**src/rtl/rk_tape_enc.sv**
```systemverilog
// rk_tape_enc: phase-encoded byte serialiser for cassette tape, MSB first, two half-cells per bit.
// Rev 1.0. Define RK_TAPE_FIFO_EN for a 4-entry byte FIFO; otherwise a single holding register.
`default_nettype none

module rk_tape_enc #(
  parameter int HALF_BIT_CLKS = 13000
) (
  input  logic       CLK,
  input  logic       N_RESET,
  input  logic       WR,
  input  logic [7:0] DI,
  input  logic       CLR_OVF,
  output logic       TAPE_OUT,
  output logic       BUSY,
  output logic       READY,
  output logic       OVF
);

  localparam logic [15:0] HALF_RELOAD = 16'(HALF_BIT_CLKS - 1);

  localparam logic [1:0] S_IDLE   = 2'd0;
  localparam logic [1:0] S_FIRST  = 2'd1;
  localparam logic [1:0] S_SECOND = 2'd2;

  logic [1:0]  state_q, state_d;
  logic [15:0] timer_q, timer_d;
  logic [2:0]  bit_cnt_q, bit_cnt_d;
  logic [7:0]  shift_q, shift_d;
  logic        tape_q, tape_d;
  logic        ovf_q, ovf_d;

  logic       half_done;
  logic       load_half;
  logic       next_bit;
  logic       pop;
  logic       push;
  logic       buf_full;
  logic       buf_empty;
  logic [7:0] pop_data;
  logic       busy_o;

  // A full buffer still accepts a write when the same edge frees a slot.
  assign push      = WR & (~buf_full | pop);
  assign half_done = (timer_q == 16'd0);

`ifdef RK_TAPE_FIFO_EN
  logic [7:0] mem_q [4];
  logic [7:0] mem_d [4];
  logic [1:0] wr_ptr_q, wr_ptr_d;
  logic [1:0] rd_ptr_q, rd_ptr_d;
  logic [2:0] count_q, count_d;

  always_comb begin
    mem_d    = mem_q;
    wr_ptr_d = wr_ptr_q;
    rd_ptr_d = rd_ptr_q;
    count_d  = count_q;
    if (push) begin
      mem_d[wr_ptr_q] = DI;
      wr_ptr_d        = wr_ptr_q + 2'd1;
    end
    if (pop) begin
      rd_ptr_d = rd_ptr_q + 2'd1;
    end
    case ({push, pop})
      2'b10:   count_d = count_q + 3'd1;
      2'b01:   count_d = count_q - 3'd1;
      default: count_d = count_q;
    endcase
  end

  always_ff @(posedge CLK or negedge N_RESET) begin
    if (!N_RESET) begin
      for (int i = 0; i < 4; i++) begin
        mem_q[i] <= 8'h00;
      end
      wr_ptr_q <= 2'd0;
      rd_ptr_q <= 2'd0;
      count_q  <= 3'd0;
    end else begin
      mem_q    <= mem_d;
      wr_ptr_q <= wr_ptr_d;
      rd_ptr_q <= rd_ptr_d;
      count_q  <= count_d;
    end
  end

  assign buf_full  = (count_q == 3'd4);
  assign buf_empty = (count_q == 3'd0);
  assign pop_data  = mem_q[rd_ptr_q];
`else
  logic [7:0] hold_q, hold_d;
  logic       full_q, full_d;

  always_comb begin
    hold_d = hold_q;
    full_d = full_q;
    if (push) begin
      hold_d = DI;
      full_d = 1'b1;
    end else if (pop) begin
      full_d = 1'b0;
    end
  end

  always_ff @(posedge CLK or negedge N_RESET) begin
    if (!N_RESET) begin
      hold_q <= 8'h00;
      full_q <= 1'b0;
    end else begin
      hold_q <= hold_d;
      full_q <= full_d;
    end
  end

  assign buf_full  = full_q;
  assign buf_empty = ~full_q;
  assign pop_data  = hold_q;
`endif

  // State register
  always_ff @(posedge CLK or negedge N_RESET) begin
    if (!N_RESET) begin
      state_q <= S_IDLE;
    end else begin
      state_q <= state_d;
    end
  end

  // Next-state logic
  always_comb begin
    state_d   = state_q;
    pop       = 1'b0;
    load_half = 1'b0;
    next_bit  = 1'b0;
    case (state_q)
      S_IDLE: begin
        if (!buf_empty) begin
          state_d   = S_FIRST;
          pop       = 1'b1;
          load_half = 1'b1;
        end
      end
      S_FIRST: begin
        if (half_done) begin
          state_d   = S_SECOND;
          load_half = 1'b1;
        end
      end
      S_SECOND: begin
        if (half_done) begin
          if (bit_cnt_q != 3'd7) begin
            state_d   = S_FIRST;
            load_half = 1'b1;
            next_bit  = 1'b1;
          end else if (!buf_empty) begin
            state_d   = S_FIRST;
            pop       = 1'b1;
            load_half = 1'b1;
          end else begin
            state_d = S_IDLE;
          end
        end
      end
      default: state_d = S_IDLE;
    endcase
  end

  // Output logic; the tape level is registered, so it trails the state by one edge.
  always_comb begin
    busy_o = (state_q != S_IDLE);
    case (state_q)
      S_FIRST:  tape_d = ~shift_q[7];
      S_SECOND: tape_d = shift_q[7];
      default:  tape_d = tape_q;
    endcase
  end

  always_comb begin
    shift_d   = shift_q;
    bit_cnt_d = bit_cnt_q;
    timer_d   = timer_q;
    if (pop) begin
      shift_d   = pop_data;
      bit_cnt_d = 3'd0;
    end else if (next_bit) begin
      shift_d   = {shift_q[6:0], 1'b0};
      bit_cnt_d = bit_cnt_q + 3'd1;
    end
    if (load_half) begin
      timer_d = HALF_RELOAD;
    end else if (!half_done) begin
      timer_d = timer_q - 16'd1;
    end
    ovf_d = (ovf_q & ~CLR_OVF) | (WR & buf_full & ~pop);
  end

  always_ff @(posedge CLK or negedge N_RESET) begin
    if (!N_RESET) begin
      timer_q   <= 16'd0;
      bit_cnt_q <= 3'd0;
      shift_q   <= 8'h00;
      tape_q    <= 1'b0;
      ovf_q     <= 1'b0;
    end else begin
      timer_q   <= timer_d;
      bit_cnt_q <= bit_cnt_d;
      shift_q   <= shift_d;
      tape_q    <= tape_d;
      ovf_q     <= ovf_d;
    end
  end

  assign TAPE_OUT = tape_q;
  assign BUSY     = busy_o;
  assign READY    = ~buf_full;
  assign OVF      = ovf_q;

endmodule

`default_nettype wire

```
**config.mk**
```make
export PLATFORM = sky130hd
export DESIGN_NAME = rk_tape_enc
export DESIGN_NICKNAME = d
export VERILOG_FILES = /design/src/rtl/rk_tape_enc.sv
export SDC_FILE = /design/constraint.sdc
export NUM_CORES = 1
export LEC_CHECK = 0
export ABC_CLOCK_PERIOD_IN_PS = 2680
export BUFFER_PORTS_ARGS = -buffer_cell sky130_fd_sc_hd__buf_2
export CORE_MARGIN = 2
export CORE_UTILIZATION = 35
export DETAILED_ROUTE_END_ITERATION = 10
export GPL_TIMING_DRIVEN = 0
export PLACE_DENSITY = 0.57
export SLEW_MARGIN = 15
export SYNTH_ARGS = -nofsm -noshare
export SYNTH_HDL_FRONTEND = slang
export SYNTH_SLANG_ARGS = --single-unit
```
**constraint.sdc**
```tcl
create_clock -name CLK -period 2.68 [get_ports CLK]
set_clock_uncertainty 0.05 [all_clocks]
set_input_delay 0.134 -clock CLK [delete_from_list [all_inputs] [get_ports CLK]]
set_output_delay 0.134 -clock CLK [all_outputs]
set_load 0.02 [all_outputs]
```
* After elaboration in Yosys (flattened, before gate mapping)
Index checks and enable logic that the tools add are counted.
** Word-level totals
- Bits in latches :: 0
- Bits in read-only memories :: 0
- Register bits after elaboration :: 40
- RAM bits :: 0
- Memories kept :: 0
- Logic and storage cells :: 60
- Input bits :: 12
** Cells by class
- Equal/unequal tests :: 7
- Multipliers :: 0
- Shifts and indexed selects :: 0
- Div/mod/pow operators :: 0
- Reduce and logical (&&, ||, !) cells :: 7
- Muxes and demuxes :: 26
- Add/subtract/negate cells :: 2
- Magnitude comparators :: 0
- Bitwise operators :: 10
** Operators by type and width (number)
- $mux 16 :: 2
- $logic_not 16->1 :: 1
- $mux 8 :: 2
- $sub 16x1->16 const B :: 1
- $mux 1 :: 13
- $reduce_bool 2->1 :: 4
- $mux 2 :: 3
- $mux 3 :: 2
- $ne 2x2->1 const B :: 3
- $pmux 2 s3 :: 1
- $and 1x1->1 :: 4
- $not 1->1 :: 4
- $pmux 1 s2 :: 2
- $add 3x1->3 const B :: 1
- $ne 3x3->1 const B :: 1
- $pmux 1 s3 :: 1
- $reduce_and 3->1 :: 1
- $eq 2x1->1 const B :: 1
- $eq 2x2->1 const B :: 1
- $logic_not 2->1 :: 1
- $ne 2x1->1 const B :: 1
- $or 1x1->1 :: 2

* Depth between registers and ports, before layout
Gate-level depths: netlist of run 1.
- Depth in word-level cells :: 7
- Depth in mapped cells :: 8
- Depth with buffers taken out :: 7

* Worst setup path before layout of run 1
No wires, ideal clock.
- Path kind :: register -> register
- From :: register timer_q[0]
- To :: register shift_q[2]
- Data required time :: 2.502 ns
- Data arrival time :: 1.992 ns
- Library setup time :: 0.128 ns
- Setup slack :: 0.511 ns
- Cell stages (with the launch flop) :: 9
- Cells stage by stage :: dfrtp_1 > inv_1 > ha_1 > nor3b_1 > nand4_2 > nor3b_2 > buf_6 > mux2_1 > mux2_1
** On the way
- Cells in the longest elaborated chain, start to end :: 4
- Elaborated cells on any way between the ends :: 7
** RTL lines
- start, declared :: RTL line 26 : logic [15:0] timer_q, timer_d;
- start signal, assigned :: RTL line 206 : timer_q <= timer_d;
- $logic_not 16->1 (*) :: RTL line 44 : assign half_done = (timer_q == 16'd0);
- $mux 1 :: RTL line 151 : if (half_done) begin
- $pmux 1 s2 / $mux 1 (equally long branches) :: RTL line 136 : case (state_q)
- $mux 8 / $reduce_bool 2->1 (equally long branches)
- end signal, assigned :: RTL line 208 : shift_q <= shift_d;
- end, declared :: RTL line 28 : logic [7:0] shift_q, shift_d;
Mark *: on every way between the ends. The rest lies on a longest branch, timed or not.
A chain may end at the register's enable or synchronous reset.

* Worst setup path in the final report of run 1
- From :: register timer_q[8]
- To :: register shift_q[3]
The elaborated chain is that of the path after synthesis.

==> results of run 1 <==
area by class of cell:
cell class | count | area share
Buffer | 6 | 0.0143
Inverter | 8 | 0.0127
Sequential cell | 40 | 0.425
Clock inverter | 2 | 0.00637
Clock buffer | 6 | 0.0350
Multi-Input combinational cell | 129 | 0.420
Timing Repair Buffer | 19 | 0.0488
Tap cell | 72 | 0.0382
sequential cells by signal, summed over array words and instances (netlist names):
name       cells
hold_q         8
TAPE_OUT       1
state_q        2
buf_full       1
bit_cnt_q      3
OVF            1
shift_q        8
timer_q       16
cells in the mapped netlist (all sizes together), types with 4 or more instances:
cell type,number,area [sq um]
nor4,5,61.3
xor2,4,35.0
ha,8,100
buf,4,26.3
nand2,16,62.6
nor3,6,30.0
nand3,6,30.0
dfrtp,40,1000
xnor2,10,87.6
nor2,16,60.1
mux2,23,259
a21oi,5,25.0
inv,8,30.0
critical path, stage by stage, from the launching register on:
cell and delay (ns):
dfrtp_1 0.45, nor4_4 0.44, nand4_2 0.24, nor3b_2 0.27, buf_6 0.19, mux2_1 0.32
mux2_1 0.29
worst max-delay path by stage:
| stage | end | cells after the start |
|---|---|---|
| 2_1_floorplan | shift_q[2]$_DFFE_PN0P_ | 8 |
| 3_3_place_gp | shift_q[4]$_DFFE_PN0P_ | 6 |
| 3_5_place_dp | shift_q[5]$_DFFE_PN0P_ | 6 |
| 4_1_cts | shift_q[3]$_DFFE_PN0P_ | 6 |
| 5_1_grt | shift_q[5]$_DFFE_PN0P_ | 6 |
| 6_report | shift_q[3]$_DFFE_PN0P_ | 6 |
placed cells by master, fill, tap and decap left out, types with 2 or more instances in the layout:
master and instances:
ha_1 8, mux2_1 12, mux2i_1 2, clkinvlp_4 2
nand2b_1 3, mux2_2 11, nand2_1 15, o21ai_0 2
dlygate4sd3_1 4, xnor2_1 10, or3_1 2, nor4_1 3
nor2b_1 2, nor3b_1 2, o211ai_1 2, a21oi_1 5
a21o_1 2, clkbuf_1 2, clkbuf_8 6, nor4_4 2
nor2_1 16, xor2_1 4, buf_2 18, dfrtp_1 40
nand3_1 6, nor3_1 6, inv_1 8
through the flow:
step	instance area (sq um)	power [W]
finish	2360	0.00109
global route	2360	0.00114
CTS	2350	0.00111
detailed placement	2220	0.000674
global placement	2220	0.000673
floorplan	2050	0.000650
power groups by stage:
stage / clock network [W] / logic, W / registers [W]
2_1_floorplan: 0 / 0.0000136 / 0.000636
3_3_place_gp: 0 / 0.0000367 / 0.000637
6_report: 0.000429 / 0.0000399 / 0.000625
3_5_place_dp: 0 / 0.0000374 / 0.000637
5_1_grt: 0.000465 / 0.0000461 / 0.000627
4_1_cts: 0.000445 / 0.0000409 / 0.000625
metal layers:
| metal | share of wire | vias up |
|---|---|---|
| li1 | - | 687 |
| met1 | 0.50 | 666 |
| met2 | 0.46 | 18 |
| met3 | 0.026 | 4 |
| met4 | 0.013 | 0 |
| met5 | 0 | - |
cells by family (layout without fill, tap and decap cells):
family | Yosys count | count (layout) | share of synthesized area
DFF | 40 | 40 | 0.487
and+or+nand+nor | 63 | 63 | 0.172
AOI/OAI and AO/OA | 19 | 19 | 0.0658
muxes | 25 | 25 | 0.136
buffers and inverters | 14 | 41 | 0.0311
adders and majority gates | 8 | 8 | 0.0487
xor gates and xnor gates | 14 | 14 | 0.0597
==> out/metrics.yaml, run 1 <==
area_growth_pct: 14.7
nNetsFinal: 229
power_switching_w: 0.000247
die_h_microns: 80.6
holdPathEnd: "hold_q[1]$_DFFE_PN0P_"
avgSynthCellArea_sq_um: 11.2
switching_share: 0.225
synth_cell_type_count: 39
io_buffers: 15
cts_tree: "done"
rows: 27
grtUsageTotal: 0.123
cts_sinks: 40
die-area_sq_um: 6500
hold_ws_ns: 0.00902
finalCriticalPeriod_ns: 2.37
r2r_setup_slack_ns: 0.31
setup_viol: 0
grt_pass1_wl_mm: 6.11
viasPerCell: 4.88
die_w_microns: 80.6
worstSetupPathType: "reg -> reg"
worstHoldStart: "DI[1]"
setup.worst_path.start: "timer_q[8]$_DFFE_PN0P_"
ys.flop_type: "dfrtp_1"
whs_path_depth: 2
grt_use_met2: 0.210
worst_pin_slew_ns: 0.894
grt_max_degree: 41
root_buffer: "clkbuf_8"
setup_slack_ns: 0.309
synth_area_sq_um: 2050
num-fill-cells: 566
synthArstFlopShare: 1.00
pwr-share-seq: 0.571
drc: 0
drt_wl_total_mm: 3.51
cp-start-kind: "flop"
regToRegEndpoint: "shift_q[3]$_DFFE_PN0P_"
postCtsSetupRepairBufs: 0
initial_core_util: 0.369
combPwrFrac: 0.037
syn-num-nets: 203
max_slew_margin: 0.404
critPathMaxFanout: 10
wire_per_inst_microns: 12.4
ff2ff_path_depth: 6
grt_setup_unrepaired: "false"
dp_slack_ns: 0.271
hold_path_class: "in -> reg"
clk_latency_ns: 0.30
gp_congestion: 0.754
antenna_found_initial: 0
drtAntennaViolNets: 0
clkTransAtPathRegs_ns: 0.08
cp.required_ns: 2.81
final_util: 0.423
fin_tns_setup_ns: 0
synth_edf_count: 0
dr.pass1.iters: 4
drive_gt1_frac: 0.224
cts_hold_buf: 3
place_hpwl_mm: 2.52
clk_path_buf_depth: 2
p_int_w: 0.000847
gr-usage-met3: 0.0337
busiest_layer: "met2"
power_density_nw_per_um2: 464
p_leak_nw: 1.08
cts_buffers: 5
grt-ovfl-total: 0
crit_arrival_ns: 2.50
grt_pass1_vias: 1370
regArea_sq_um: 1000
instances_no_fill: 282
drt_iter0_markers: 38
htree_num_levels: 2
worstReg2RegStart: "timer_q[8]$_DFFE_PN0P_"
cts_resized: 0
yosys_warnings: 0
place_inst: 270
ios: 16
use_met1: 0.147
clockPowerShare: 0.392
cap_violations: 0
vias: 1375
outcome: "complete, no violations"
multi_input_comb_area_sq_um: 990
finalHoldViolations: 0
core_sq_um: 5570
antennaDiodeCount: 0
fmax_ghz: 0.422
ir_drop_mv: 0.270
seq_area_frac_synth: 0.487
synthCells: 183
slew_viol_final: 0
finalCritPeriodShare: 0.885
ys_seq_elements: 40
end_kind: "flop"
(Power assumes the default switching activity.)
==> run 2, diff against run 1 <==
--- a/config.mk
+++ b/config.mk
@@ -6,7 +6,7 @@
 export NUM_CORES = 1
 export LEC_CHECK = 0
 export ABC_CLOCK_PERIOD_IN_PS = 2680
-export BUFFER_PORTS_ARGS = -buffer_cell sky130_fd_sc_hd__buf_2
+export BUFFER_PORTS_ARGS = -buffer_cell sky130_fd_sc_hd__buf_4
 export CORE_MARGIN = 2
 export CORE_UTILIZATION = 35
 export DETAILED_ROUTE_END_ITERATION = 10
==> out/metrics.yaml, run 2 (same netlist as run 1, synthesis figures left out) <==
die-area_sq_um: 6500
cp_common_cell: "mux2_1"
p_int_w: 0.000819
area_growth_pct: 15.3
max_slew_margin: 0.670
vias: 1345
fmax_ghz: 0.420
clockPowerShare: 0.359
worstSetupPathType: "reg -> reg"
crit_arrival_ns: 2.51
fin_tns_setup_ns: 0
antenna_found_initial: 0
clkTransAtPathRegs_ns: 0.08
drive_gt1_frac: 0.221
ir_drop_mv: 0.243
instances_no_fill: 280
cap_violations: 0
cp_cell_sequence: "nor4_1, nand4_2, nor3b_2, buf_6, mux2_1, mux2_1"
io_buffers: 15
wire_per_inst_microns: 12.1
grt_max_degree: 41
worst_pin_slew_ns: 0.490
end_kind: "flop"
reg_top3: "timer_q: 16 flops, hold_q: 8 flops, shift_q: 8 flops"
largest_reg_flops: 16
place_inst: 270
ios: 16
critPathMaxFanout: 10
finalCriticalPeriod_ns: 2.38
postCtsSetupRepairBufs: 0
clk_path_buf_depth: 2
cts_hold_buf: 3
grt_pass1_vias: 1353
drc: 0
grtUsageTotal: 0.123
pwr-share-seq: 0.598
largest_register: "timer_q"
cp.required_ns: 2.81
rows: 27
drt_iter0_markers: 30
clk_latency_ns: 0.29
p_leak_nw: 1.08
layout_common_cells: "dfrtp_1 (40), nor2_1 (16), nand2_1 (15), buf_4 (15), mux2_1 (12)"
cts_resized: 0
setup_viol: 0
grt_setup_unrepaired: "false"
finalHoldViolations: 0
outcome: "complete, no violations"
cp-start-kind: "flop"
cts_sinks: 40
crit_path_top_delay_cell: "nor4_1"
place_hpwl_mm: 2.49
path_delay_family: "simple AND/OR/NAND/NOR gates"
drt_wl_total_mm: 3.40
die_w_microns: 80.6
cp_slowest_stage_delay_ns: 0.48
die_h_microns: 80.6
path_buf_inv: 1
hold_path_class: "in -> reg"
gp_congestion: 0.734
cts_tree: "done"
core_sq_um: 5570
finalCritPeriodShare: 0.889
dr.pass1.iters: 4
switching_share: 0.216
root_buffer: "clkbuf_8"
slew_viol_final: 0
antennaDiodeCount: 0
nNetsFinal: 228
num-fill-cells: 576
cts_buffers: 5
hold_ws_ns: 0.0186
viasPerCell: 4.80
htree_num_levels: 2
power_switching_w: 0.000225
power_density_nw_per_um2: 441
final_common_cell: "dfrtp_1"
grt_pass1_wl_mm: 6.07
combPwrFrac: 0.042
drtAntennaViolNets: 0
grt-ovfl-total: 0
initial_core_util: 0.369
run 2: cell count changes in the layout (fill, tap and decap cells not counted):
| cell | previous run | this run |
|---|---|---|
| buf_2 | 18 | 3 |
| buf_4 | 0 | 15 |
| clkbuf_8 | 6 | 5 |
| clkinv_2 | 0 | 1 |
| dlygate4sd3_1 | 4 | 3 |
| clkinvlp_4 | 2 | 1 |
run 2: power groups by stage:
stage | Clock (W) | Combinational (W) | Sequential [W]
final | 0.000375 | 0.0000440 | 0.000625
after global routing | 0.000428 | 0.0000505 | 0.000627
after CTS | 0.000396 | 0.0000459 | 0.000625
after detailed placement | 0 | 0.0000425 | 0.000637
after global placement | 0 | 0.0000416 | 0.000637
after floorplan | 0 | 0.0000136 | 0.000636
run 2: routing by layer:
metal / track usage / vias to the layer above / share of wire / routed length (microns)
li1: - / 682 / - / -
met1: 0.150 / 641 / 0.47 / 1600
met2: 0.204 / 22 / 0.48 / 1640
met3: 0.0506 / 0 / 0.048 / 164
met4: 0.0254 / 0 / 0 / 0
met5: 0 / - / 0 / 0
run 2: per-stage QoR:
step / worst slack [ns] / instance area [sq um] / power (W) / util
CTS: 0.275 / 2370 / 0.00107 / 0.425
floorplan: 0.511 / 2050 / 0.000650 / -
finish: 0.298 / 2370 / 0.00104 / 0.425
detailed placement: 0.287 / 2260 / 0.000680 / 0.405
global placement: 0.290 / 2260 / 0.000678 / 0.405
global route: 0.153 / 2370 / 0.00111 / 0.425
run 2: final cells by class:
cell class	instances	area [sq um]	share of cell area
flip-flops and latches	40	1000	0.423
multi-input cells	129	990	0.418
repair buffers	18	143	0.0602
well taps	72	90.1	0.0380
clock buffers	5	68.8	0.0291
plain buffers	6	33.8	0.0143
inverters	8	30.0	0.0127
clock inverters	2	12.5	0.00528
run 2: path summary, 6_finish.rpt:
kind                                    startpoint                      to  slack [ns]  cells past startpoint
setup / recovery           timer_q[13]$_DFFE_PN0P_  shift_q[5]$_DFFE_PN0P_        0.30                      6
hold / removal                               DI[7]   hold_q[7]$_DFFE_PN0P_        0.02                      2
setup reg to reg           timer_q[13]$_DFFE_PN0P_  shift_q[5]$_DFFE_PN0P_        0.30                      6
hold reg to reg              hold_q[5]$_DFFE_PN0P_  shift_q[5]$_DFFE_PN0P_        0.44                      1
max in group asynchronous                  N_RESET  state_q[0]$_DFFE_PN0P_        1.93                      2
min in group asynchronous                  N_RESET  timer_q[3]$_DFFE_PN0P_        0.31                      2
run 2: worst register-to-register path, stage by stage, from the launching register on:
cell and delay, ns:
dfrtp_1 0.40, nor4_1 0.48, nand4_2 0.24, nor3b_2 0.29, buf_6 0.20, mux2_1 0.33, mux2_1 0.29
==> run 3, diff against run 2 <==
--- a/config.mk
+++ b/config.mk
@@ -5,9 +5,10 @@
 export SDC_FILE = /design/constraint.sdc
 export NUM_CORES = 1
 export LEC_CHECK = 0
-export ABC_CLOCK_PERIOD_IN_PS = 2680
+export ABC_CLOCK_PERIOD_IN_PS = 2400
 export BUFFER_PORTS_ARGS = -buffer_cell sky130_fd_sc_hd__buf_4
-export CORE_MARGIN = 2
+export CORE_ASPECT_RATIO = 1.4
+export CORE_MARGIN = 1
 export CORE_UTILIZATION = 35
 export DETAILED_ROUTE_END_ITERATION = 10
 export GPL_TIMING_DRIVEN = 0
==> constraint.sdc (replaced) <==
create_clock -name CLK -period 2.4 [get_ports CLK]
set_clock_uncertainty 0.05 [all_clocks]
set_input_delay 0.12 -clock CLK [delete_from_list [all_inputs] [get_ports CLK]]
set_output_delay 0.12 -clock CLK [all_outputs]
set_load 0.02 [all_outputs]
==> out/metrics.yaml, run 3 (same netlist as run 1, synthesis figures left out) <==
area_growth_pct: 24.9
place_hpwl_mm: 2.57
crit_arrival_ns: 2.40
hold_path_class: "in -> async"
clkTransAtPathRegs_ns: 0.08
drive_gt1_frac: 0.253
core_sq_um: 5570
finalHoldViolations: 0
clk_latency_ns: 0.29
cts_tree: "done"
die_h_microns: 92.7
largest_register: "timer_q"
setup_viol: 0
setup.worst_path.start: "timer_q[7]$_DFFE_PN0P_"
gp_congestion: 0.739
wire_per_inst_microns: 12.5
ios: 16
root_buffer: "clkbuf_8"
drtAntennaViolNets: 0
cp.required_ns: 2.53
cts_buffers: 5
critPathMaxFanout: 8
grtUsageTotal: 0.139
slew_viol_final: 0
cts_sinks: 40
ff2ff_path_depth: 6
setup_slack_ns: 0.125
reg_top3: "timer_q: 16 flops, hold_q: 8 flops, shift_q: 8 flops"
hold_ws_ns: 0.293
io_buffers: 15
die_w_microns: 66.8
finalCriticalPeriod_ns: 2.27
drt_iter0_markers: 67
drt_wl_total_mm: 3.68
layout_common_cells: "dfrtp_1 (40), buf_4 (23), nor2_1 (16), nand2_1 (15), mux2_1 (12)"
vias: 1444
viasPerCell: 4.93
clk_path_buf_depth: 2
worstReg2RegStart: "timer_q[7]$_DFFE_PN0P_"
htree_num_levels: 2
dp_slack_ns: -0.000428
outcome: "complete, no violations"
initial_core_util: 0.369
cap_violations: 0
antenna_found_initial: 0
dr.pass1.iters: 4
max_slew_margin: 0.664
nNetsFinal: 244
r2r_setup_slack_ns: 0.13
final_common_cell: "dfrtp_1"
die-area_sq_um: 6180
end_kind: "flop"
grt-ovfl-total: 0
worst_pin_slew_ns: 0.504
grt_pass1_wl_mm: 6.44
cp-start-kind: "flop"
finalCritPeriodShare: 0.948
largest_reg_flops: 16
power_density_nw_per_um2: 527
grt_pass1_vias: 1455
ir_drop_mv: 0.237
antennaDiodeCount: 0
grt_max_degree: 41
drc: 0
fmax_ghz: 0.440
regToRegEndpoint: "shift_q[6]$_DFFE_PN0P_"
rows: 32
num-fill-cells: 538
final_util: 0.461
worstSetupPathType: "reg -> reg"
p_leak_nw: 1.19
-- run 3: cell count changes in the layout (fill, tap and decap cells not counted), sizes merged --
cell	delta
buf	+8
bufinv	+1
clkbuf	+2
clkinv	-1
clkinvlp	-1
dlygate4sd3	+8
-- run 3: layer usage --
metal / track usage / routed length [microns] / up-vias / share of wire
li1: - / - / 711 / -
met1: 0.157 / 1540 / 709 / 0.42
met2: 0.243 / 1960 / 18 / 0.53
met3: 0.0382 / 105 / 6 / 0.029
met4: 0.0532 / 68 / 0 / 0.018
met5: 0 / 0 / - / 0
-- run 3: area by class of cell --
class,instances,area (sq um),share of cell area
Clock inverter,1,30.0,0.0117
Inverter,8,30.0,0.0117
Clock buffer,7,96.3,0.0375
Tap cell,68,85.1,0.0332
Multi-Input combinational cell,129,1010,0.392
Timing Repair Buffer,34,283,0.110
Sequential cell,40,1000,0.390
Buffer,6,33.8,0.0132
-- run 3: metrics by stage --
step	total power (W)	setup TNS, ns	area (sq um)	cells
after global placement	0.000757	0	2250	266
after floorplan	0.000725	0	2050	183
after CTS	0.00138	0	2490	285
final	0.00135	0	2570	293
after detailed placement	0.000759	-0.000428	2250	266
after global routing	0.00142	-0.0728	2570	293
-- run 3: what timing repair did --
action,4_1_cts,5_1_grt
hold endpoints to repair,50,0
gates resized for setup,1,2
hold buffers,11,0
gates cloned,0,0
setup endpoints to repair,1,6
buffers inserted,0,8
pin swaps,0,4
-- run 3: worst max path at each step --
stage                                         to  slack, ns  cells after the start
after global routing      shift_q[6]$_DFFE_PN0P_      -0.02                      8
after CTS                 shift_q[6]$_DFFE_PN0P_     0.0003                      8
after floorplan           shift_q[2]$_DFFE_PN0P_       0.23                      8
final                     shift_q[6]$_DFFE_PN0P_       0.13                      6
after global placement    shift_q[6]$_DFFE_PN0P_       0.03                      6
after detailed placement  shift_q[6]$_DFFE_PN0P_    -0.0004                      6
-- run 3: critical path: stages (launching register included) --
cell,delay [ns]
dfrtp_1,0.46
nor4_4,0.38
nand4_2,0.22
nor3b_4,0.28
buf_6,0.16
mux2_1,0.32
mux2_1,0.29
-- run 3: power breakdown --
part / total, W / internal (W) / switching (W) / leakage, nW
Sequential: 0.000698 / 0.000690 / 0.00000757 / 0.486
Clock: 0.000596 / 0.000367 / 0.000229 / 0.0645
Combinational: 0.0000595 / 0.0000362 / 0.0000233 / 0.638
